### config.mk
export PLATFORM = sky130hd
export DESIGN_NAME = sevenseg_capture_flat
export DESIGN_NICKNAME = d
export VERILOG_FILES = /design/src/rtl/sevenseg_capture_if.sv /design/src/rtl/sevenseg_capture.sv /design/src/flat_wrapper.sv
export SDC_FILE = /design/constraint.sdc
export NUM_CORES = 1
export LEC_CHECK = 0
export BUFFER_PORTS_ARGS = -buffer_cell sky130_fd_sc_hd__buf_2
export CAP_MARGIN = 20
export CORE_ASPECT_RATIO = 0.9
export CORE_UTILIZATION = 40
export DETAILED_ROUTE_END_ITERATION = 7
export GPL_TIMING_DRIVEN = 0
export SLEW_MARGIN = 10
export SYNTH_ARGS = -nofsm -noshare
export SYNTH_HDL_FRONTEND = slang
export SYNTH_SLANG_ARGS = --single-unit
### constraint.sdc
create_clock -name clk -period 3.45 [get_ports clk]
set_input_delay 0 -clock clk [delete_from_list [all_inputs] [get_ports clk]]
set_output_delay 0 -clock clk [all_outputs]
set_load 0.05 [all_outputs]
### src/rtl/sevenseg_capture_if.sv
// Pin-side bundle for the 7-segment receive monitor: the display bus plus the
// recovered value and error outputs.
interface sevenseg_capture_if;
  logic [6:0]  seg;
  logic [3:0]  en;
  logic        err_clr;
  logic [15:0] value;
  logic        value_valid;
  logic        digit_err;
  logic [1:0]  err_idx;

  modport master (
    output seg, en, err_clr,
    input  value, value_valid, digit_err, err_idx
  );

  modport slave (
    input  seg, en, err_clr,
    output value, value_valid, digit_err, err_idx
  );
endinterface

### src/rtl/sevenseg_capture.sv
// Recovers a hex value from an active-low multiplexed 7-segment bus.
// Optional macro SEVENSEG_CAPTURE_STICKY_ERR_EN makes digit_err sticky until err_clr.
//
// state | meaning
// TRACK | waiting for the registered {en,seg} to stay stable STABLE_CYCLES samples
// HELD  | stable pair already evaluated; wait for the next change
module sevenseg_capture #(
  parameter int STABLE_CYCLES = 4,
  parameter int DIGITS        = 4
) (
  input  logic              clk,
  input  logic              rst_n,
  sevenseg_capture_if.slave bus
);

  typedef enum logic {TRACK = 1'b0, HELD = 1'b1} state_t;

  localparam logic [7:0] RUN_MAX  = 8'(STABLE_CYCLES);
  localparam logic [3:0] DIG_MASK = 4'((1 << DIGITS) - 1);

  state_t           state_q, state_d;
  logic [10:0]      in_q, in_d;
  logic [7:0]       run_q, run_d;
  logic [3:0][3:0]  slot_q, slot_d;
  logic [3:0]       seen_q, seen_d;
  logic             err_pend_q, err_pend_d;
  logic [1:0]       err_pidx_q, err_pidx_d;
  logic [15:0]      value_q, value_d;
  logic             valid_q, valid_d;
  logic             digit_err_q, digit_err_d;
  logic [1:0]       err_idx_q, err_idx_d;
  logic             changed, do_eval;
  logic [3:0]       en_s;
  logic [6:0]       seg_s;
  logic [4:0]       dec;
  logic [1:0]       low_idx;

  // Returns {valid, nibble}; segments are active-low, seg[6] = a.
  function automatic logic [4:0] decode(input logic [6:0] s);
    case (s)
      7'b0000001: decode = 5'h10;
      7'b1001111: decode = 5'h11;
      7'b0010010: decode = 5'h12;
      7'b0000110: decode = 5'h13;
      7'b1001100: decode = 5'h14;
      7'b0100100: decode = 5'h15;
      7'b0100000: decode = 5'h16;
      7'b0001111: decode = 5'h17;
      7'b0000000: decode = 5'h18;
      7'b0000100: decode = 5'h19;
      7'b0000010: decode = 5'h1A;
      7'b1100000: decode = 5'h1B;
      7'b0110001: decode = 5'h1C;
      7'b1000010: decode = 5'h1D;
      7'b0010000: decode = 5'h1E;
      7'b0111000: decode = 5'h1F;
      default:    decode = 5'h00;
    endcase
  endfunction

  always_comb begin : fsm_next
    in_d    = {bus.en, bus.seg};
    changed = (in_d != in_q);
    if (changed)              run_d = 8'd1;
    else if (run_q < RUN_MAX) run_d = run_q + 8'd1;
    else                      run_d = run_q;

    state_d = state_q;
    do_eval = 1'b0;
    case (state_q)
      TRACK: begin
        if (run_q == RUN_MAX) begin
          do_eval = 1'b1;
          state_d = HELD;
        end
      end
      HELD:    state_d = HELD;
      default: state_d = TRACK;
    endcase
    // The pair being replaced is still evaluated if it just made its run.
    if (changed) state_d = TRACK;
  end

  always_comb begin : datapath
    en_s       = in_q[10:7];
    seg_s      = in_q[6:0];
    dec        = decode(seg_s);
    low_idx    = 2'd0;
    for (int i = 3; i >= 0; i--) begin
      if (!en_s[i]) low_idx = 2'(i);
    end

    slot_d     = slot_q;
    seen_d     = seen_q;
    err_pend_d = 1'b0;
    err_pidx_d = err_pidx_q;
    value_d    = value_q;
    valid_d    = 1'b0;

    if ((seen_q & DIG_MASK) == DIG_MASK) begin
      value_d = slot_q;
      valid_d = 1'b1;
      seen_d  = 4'b0000;
    end

    if (do_eval && (en_s != 4'hF)) begin
      if ($countones(~en_s) == 1) begin
        if (DIG_MASK[low_idx]) begin
          if (dec[4]) begin
            slot_d[low_idx] = dec[3:0];
            seen_d[low_idx] = 1'b1;
          end else begin
            err_pend_d      = 1'b1;
            err_pidx_d      = low_idx;
            seen_d[low_idx] = 1'b0;
          end
        end
      end else begin
        err_pend_d = 1'b1;
        err_pidx_d = low_idx;
        seen_d     = 4'b0000;
      end
    end

    err_idx_d = err_pend_q ? err_pidx_q : err_idx_q;
`ifdef SEVENSEG_CAPTURE_STICKY_ERR_EN
    if (bus.err_clr)     digit_err_d = 1'b0;
    else if (err_pend_q) digit_err_d = 1'b1;
    else                 digit_err_d = digit_err_q;
`else
    digit_err_d = err_pend_q;
`endif
  end

`ifndef SEVENSEG_CAPTURE_STICKY_ERR_EN
  logic unused_err_clr;
  assign unused_err_clr = bus.err_clr;
`endif

  always_ff @(posedge clk) begin
    if (!rst_n) begin
      state_q     <= TRACK;
      in_q        <= '1;
      run_q       <= 8'd0;
      slot_q      <= '0;
      seen_q      <= 4'b0000;
      err_pend_q  <= 1'b0;
      err_pidx_q  <= 2'd0;
      value_q     <= 16'h0000;
      valid_q     <= 1'b0;
      digit_err_q <= 1'b0;
      err_idx_q   <= 2'd0;
    end else begin
      state_q     <= state_d;
      in_q        <= in_d;
      run_q       <= run_d;
      slot_q      <= slot_d;
      seen_q      <= seen_d;
      err_pend_q  <= err_pend_d;
      err_pidx_q  <= err_pidx_d;
      value_q     <= value_d;
      valid_q     <= valid_d;
      digit_err_q <= digit_err_d;
      err_idx_q   <= err_idx_d;
    end
  end

  assign bus.value       = value_q;
  assign bus.value_valid = valid_q;
  assign bus.digit_err   = digit_err_q;
  assign bus.err_idx     = err_idx_q;

endmodule

### src/flat_wrapper.sv
// flat-port wrapper written by rule: the top's interface ports become plain ports
module sevenseg_capture_flat 
#(
  parameter int STABLE_CYCLES = 4,
  parameter int DIGITS        = 4
)
  (clk, rst_n, bus_seg, bus_en, bus_err_clr, bus_value, bus_value_valid, bus_digit_err, bus_err_idx);
  sevenseg_capture_if bus_i ();
  input  logic clk;
  input  logic rst_n;
  input wire logic [$bits(bus_i.seg)-1:0] bus_seg;
  input wire logic [$bits(bus_i.en)-1:0] bus_en;
  input wire logic [$bits(bus_i.err_clr)-1:0] bus_err_clr;
  output wire logic [$bits(bus_i.value)-1:0] bus_value;
  output wire logic [$bits(bus_i.value_valid)-1:0] bus_value_valid;
  output wire logic [$bits(bus_i.digit_err)-1:0] bus_digit_err;
  output wire logic [$bits(bus_i.err_idx)-1:0] bus_err_idx;
  assign bus_i.seg = bus_seg;
  assign bus_i.en = bus_en;
  assign bus_i.err_clr = bus_err_clr;
  assign bus_value = bus_i.value;
  assign bus_value_valid = bus_i.value_valid;
  assign bus_digit_err = bus_i.digit_err;
  assign bus_err_idx = bus_i.err_idx;
  sevenseg_capture #(.STABLE_CYCLES(STABLE_CYCLES), .DIGITS(DIGITS)) u_core (.clk(clk), .rst_n(rst_n), .bus(bus_i));
endmodule
Yosys cells after proc, flatten, opt, wreduce, memory -nomap -nowiden
Cells that the tools add are included.
- logic and storage cells: 87
- register bits: 63
- output and inout bits: 20
- input port bits: 14
- equal/unequal tests: 22
- bitwise gates (word level): 6
- multiplexer cells: 29
- add/subtract/negate cells: 4
- reduce and logical (&&, ||, !) cells: 8
- $lt $le $gt $ge: 3
- operators with widths (cell ; count):
    $pmux 5 s16 ; 1
    $add 32x32->32 ; 1
    $eq 32x2->1 const B ; 1
    $eq 7x6->1 const B ; 4
    $eq 7x7->1 const B ; 4
    $mux 4 ; 6
    $bwmux 16 ; 1
    $eq 7x3->1 const B ; 2
    $eq 7x5->1 const B ; 2
    $mux 2 ; 7
    $ne 11x11->1 ; 1
    $mux 1 ; 10
    $add 8x1->8 const B ; 1
    $demux 4 s2 ; 1
    $eq 8x3->1 const B ; 1
    $lt 8x3->1 const B ; 1
    $not 4->4 ; 2
    $eq 7x1->1 const B ; 1
    $eq 7x2->1 const B ; 1
    $eq 7x4->1 const B ; 1
    $logic_not 7->1 ; 1
    $add 1x1->2 ; 2
    $and 4x4->4 ; 1
    $eq 4x4->1 const B ; 1
    15 further kinds ; 18

Logic depth before layout (Yosys ltp)
- depth in word-level cells: 14
- depth in mapped cells: 10
- depth with buffers taken out: 10

Worst setup path before layout
No wires, ideal clock.
- path kind: register -> register
- start: reg u_core.in_q[7]
- end: reg u_core.slot_q[0] (netlist name)
- library setup time: 0.073 ns
- period minus slack after synthesis: 2.389 ns
- slack: 1.061 ns
- buffers on the path: 0
- cell stages (with the launch flop): 11
- arrival: 2.316 ns
- cells stage by stage: dfxtp_1 -> inv_1 -> ha_1 -> ha_1 -> fa_1 -> nor2_1 -> nand2_1 -> a21oi_1 -> nand2_1 -> a21oi_2 -> mux2i_1
- longest elaborated chain between the ends: 6
- elaborated cells between the ends (all ways): 16
- those cells by class: add/sub: 2; order compare: 2; eq/ne: 2; mux: 6; bitwise: 1; reduce/logical: 3
- RTL lines (what ; line ; source):
    from (decl) ; sevenseg_capture.sv:22 ; logic [10:0] in_q, in_d;
    from (signal assigned) ; sevenseg_capture.sv:155 ; in_q <= in_d;
    branches (longest 6 deep; another with $add 32x32->32) ; - ;
    to (signal assigned) ; sevenseg_capture.sv:157 ; slot_q <= slot_d;
    to (decl) ; sevenseg_capture.sv:24 ; logic [3:0][3:0] slot_q, slot_d;
Several ways; the timed one is not identified. The select of a mux whose other input is x is not followed.
A chain may end at the register's enable or synchronous reset.

Final worst setup path
- start: reg u_core.in_q[7]
- end: reg u_core.slot_q[2] (netlist name)
Same word-level chain as after synthesis.

==> impl_metrics.csv <==
group,metric,value,unit
critical_path,critPathKind,"reg2reg",
timing,final_max_slew_viol_count,0,
placed_design,port_buffers,31,
critical_path,arrival,3.04,ns
power,p_clk_share,42.7,%
drt,routedWlPerCell,13.5,um
critical_path,worstPathMaxFanout,8,
timing,fmax,362,MHz
timing,final-setup-viol-count,0,
timing,grt_setup_unrepaired,"no",
critical_path,cp-end-kind,"flip-flop",
synthesis,syn_nets,362,
drt,vias,2462,
floorplan,die_width,94.2,um
drt,drt_wl_total,6610,um
floorplan,rows,29,
synthesis,synthFlopType,"dfxtp_1",
clock_network,path_clk_slew,0.07,ns
placed_design,hpwl,4700,um
drt,first_pass_iters,4,
synthesis,synth_top_area_share,41.2,%
synthesis,synth-seq-cells,63,
clock_network,cts_sinks,63,
clock_network,cts_buffers,9,
floorplan,die_h,85.0,um
synthesis,synth_compound_area_share,15.6,%
critical_path,critPathMaxStageDelay,0.51,ns
critical_path,cp_slowest_cell,"dfxtp_1",
grt,grt-ovfl-total,0,
synthesis,synth-edff-count,0,
final_layout,fillerInstances,706,
synthesis,syn_inst,338,
final_layout,finalNetCount,415,
synthesis,synth_xor_xnor_area_share,4.01,%
critical_path,rr_startpoint,"u_core.in_q[7]",
grt,antenna_found_initial,0,
critical_path,crit_chain,"inv_1, ha_1, ha_1, fa_1, nor2_1, nand2_1, a21oi_1, nand2_1, a21oi_2, mux2i_1",
timing,worstMarginPinSlew,0.676,ns
critical_path,crit_end,"u_core.slot_q[2]",
timing,whs,0.0281,ns
synthesis,synth_top_family_by_area,"simple AND/OR/NAND/NOR gates",
synthesis,yosysWarnings,0,
drt,drt-initial-drc-count,180,
timing,finClkSkew,0.00749,ns
synthesis,ys_types,53,
clock_network,cts_resized,0,
synthesis,yosysTopAreaCell,"dfxtp_1",
clock_network,insertion_delay,0.34,ns
outcome,status,"finished, final reports clean",
power,switching_share,24.2,%
drt,ant_nets,0,
timing,fin_crit_sh,80.1,%
synthesis,ys_seq_area_share,41.2,%
drt,viasPerCell,5.05,
flow_run,cap_violations,0,
final_layout,synthToLayoutAreaGrowth,18.9,%
timing,finalHoldViolCount,0,
clock_network,cts_tree,"done",
power,peakVddDrop,217,uV
timing,fin_setup_tns,0,ns
synthesis,avgSynthCellArea,9.05,um^2
power,power_switching,0.371,mW
grt,grt_start_max_net_pins,11,
drt,drc,0,
worst_hold_path,min_path_type,"in2reg",
critical_path,worstPathRequired,3.72,ns
floorplan,fp.dieArea,0.00800,mm^2
critical_path,r2r_cells,10,
final_layout,ff_latch_area,0.00126,mm^2
synthesis,synth-async-reset-ratio,0,%
critical_path,reg2reg_to,"u_core.slot_q[2]",
synthesis,ys_top_cells_by_area,"dfxtp_1, nand2_1, mux2i_1, a21boi_0, xnor2_1",
placed_design,placedInstanceArea,0.00333,mm^2
floorplan,io_pins,34,
clock_network,cts.path.max_buffers,2,
final_layout,multi_input_comb_area,0.00168,mm^2
final_layout,antenna_cells,0,
power,p_leak,1.43,nW
grt,grt_pass1_vias,2192,
timing,min_period,2.76,ns
placed_design,routabilityCongestion,0.857,
synthesis,syn_area,0.00306,mm^2
critical_path,startpoint_type,"flip-flop",
power,combPwrFrac,8.7,%
synthesis,synthSimpleGateAreaFrac,24.5,%
power,intPower,1.16,mW
power,p_per_area,421,mW/mm^2
grt,track_usage,18.1,%
clock_network,cts_max_level,3,
power,seqPwrFrac,48.5,%
floorplan,start_util,42.4,%
critical_path,regToRegSetupSlack,0.69,ns
synthesis,synth_adder_area_share,4.34,%
floorplan,core,0.00722,mm^2
clock_network,root_buffer,"clkbuf_8",
timing,relSlewSlack,54.5,%
power,p_total,1.53,mW
final_layout,design_area,0.00364,mm^2
synthesis,muxShareOfSynthArea,6.54,%
critical_path,crit_start,"u_core.in_q[7]",
grt,grt_pass1_wl,11000,um
final_layout,drive_gt1_share,17.7,%
==> critical path: cells and delay by family (launching register included) <==
| kind | cells | cell delay (ns) |
|---|---|---|
| fa+ha+maj | 3 | 0.93 |
| flops | 1 | 0.51 |
| compound gates | 2 | 0.50 |
| simple gates | 3 | 0.42 |
| mux | 1 | 0.22 |
| buf+inv | 1 | 0.11 |
==> registers in the layout (all words and copies together), names as in the netlist, 2 cells and up <==
name and cells:
u_core.bus.value 16, u_core.slot_q 16, u_core.in_q 11, u_core.run_q 8, u_core.seen_q 4, u_core.bus.err_idx 2
u_core.err_pidx_q 2
==> cell usage in the layout, fill, tap and decap left out, types with 2 or more instances in the layout <==
cell,count
dfxtp_1,63
dlygate4sd3_1,11
nand2b_1,12
o21ai_0,9
nor2_1,11
or2_2,3
o21a_1,4
nand3b_1,4
a21oi_2,2
nand2_1,65
xnor2_1,14
inv_1,8
and3_1,6
a21oi_1,8
nand4_1,4
clkbuf_8,11
and3b_1,3
nor3_2,2
mux2i_1,20
a32o_1,2
and2_1,5
ha_1,9
nor4_1,2
clkbuf_1,13
nor3_1,3
buf_2,37
nand3_1,8
a21boi_0,19
nand4b_1,2
nor2b_1,7
==> synthesized netlist by cell type (all sizes together) (2+ instances only) <==
cell type / number
and2: 6
nor4: 2
a21boi: 21
nand4b: 2
nand2b: 12
nand3b: 4
nand3: 8
o21ai: 9
buf: 7
ha: 9
nor2b: 7
and3: 6
xnor2: 14
nor2: 12
dfxtp: 63
nand4: 4
nor3: 5
inv: 8
clkbuf: 12
and3b: 3
a2111oi: 2
or2: 3
o21a: 4
nor3b: 2
a21oi: 10
a32o: 2
nand2: 66
mux2i: 20
==> timing repair <==
item | in CTS | in global routing
buffers inserted | 0 | 0
hold buffers | 11 | 0
endpoints found under the hold margin | 11 | 0
==> power by group through the flow <==
| stage | combinational, mW | clock, mW | sequential (mW) |
|---|---|---|---|
| 2_1_floorplan | 0.0912 | 0 | 0.757 |
| 3_3_place_gp | 0.123 | 0 | 0.759 |
| 3_5_place_dp | 0.123 | 0 | 0.759 |
| 4_1_cts | 0.133 | 0.668 | 0.743 |
| 5_1_grt | 0.151 | 0.701 | 0.744 |
| 6_report | 0.134 | 0.654 | 0.743 |
==> worst min-delay path by stage <==
| stage | from | end | slack (ns) | depth (start not counted) |
|---|---|---|---|---|
| after floorplan | bus_seg[0] | u_core.in_q[0] | 0.10 | 1 |
| after global placement | bus_seg[0] | u_core.in_q[0] | 0.22 | 2 |
| after detailed placement | bus_seg[0] | u_core.in_q[0] | 0.22 | 2 |
| after CTS | rst_n | u_core.in_q[10] | 0.01 | 2 |
| after global routing | rst_n | u_core.in_q[0] | 0.05 | 2 |
| final | rst_n | u_core.in_q[7] | 0.03 | 2 |
==> logic make-up (layout without fill, tap and decap cells) <==
logic type	count (synthesis)	count (layout)
simple gates	145	145
xor+xnor	14	14
buf+inv	27	84
fa+ha+maj	10	10
mux	20	20
flops	63	63
compound gates	59	59
==> stage by stage <==
stage | setup WS [ns] | instances | util (%)
floorplan | 1.06 | 338 | -
global placement | 0.777 | 462 | 46.1
detailed placement | 0.744 | 462 | 46.1
CTS | 0.723 | 488 | 50.4
global route | 0.514 | 488 | 50.4
finish | 0.685 | 488 | 50.4
==> cell type report <==
cell class | count | area share, %
Inverter | 8 | 0.825
Timing Repair Buffer | 42 | 7.29
Buffer | 19 | 2.37
Clock inverter | 3 | 1.17
Tap cell | 93 | 3.20
Sequential cell | 63 | 34.7
Clock buffer | 12 | 4.26
Multi-Input combinational cell | 248 | 46.2
==> layer usage <==
metal	vias up	track usage, %	share of wire (%)	routed length [um]
met5	-	0	0	0
met4	0	7.13	1.4	92
met3	7	6.54	6.3	418
met2	60	24.6	41	2730
met1	1126	25.6	51	3360
li1	1269	-	-	-
No activity file was read; power rests on OpenSTA's default activity.
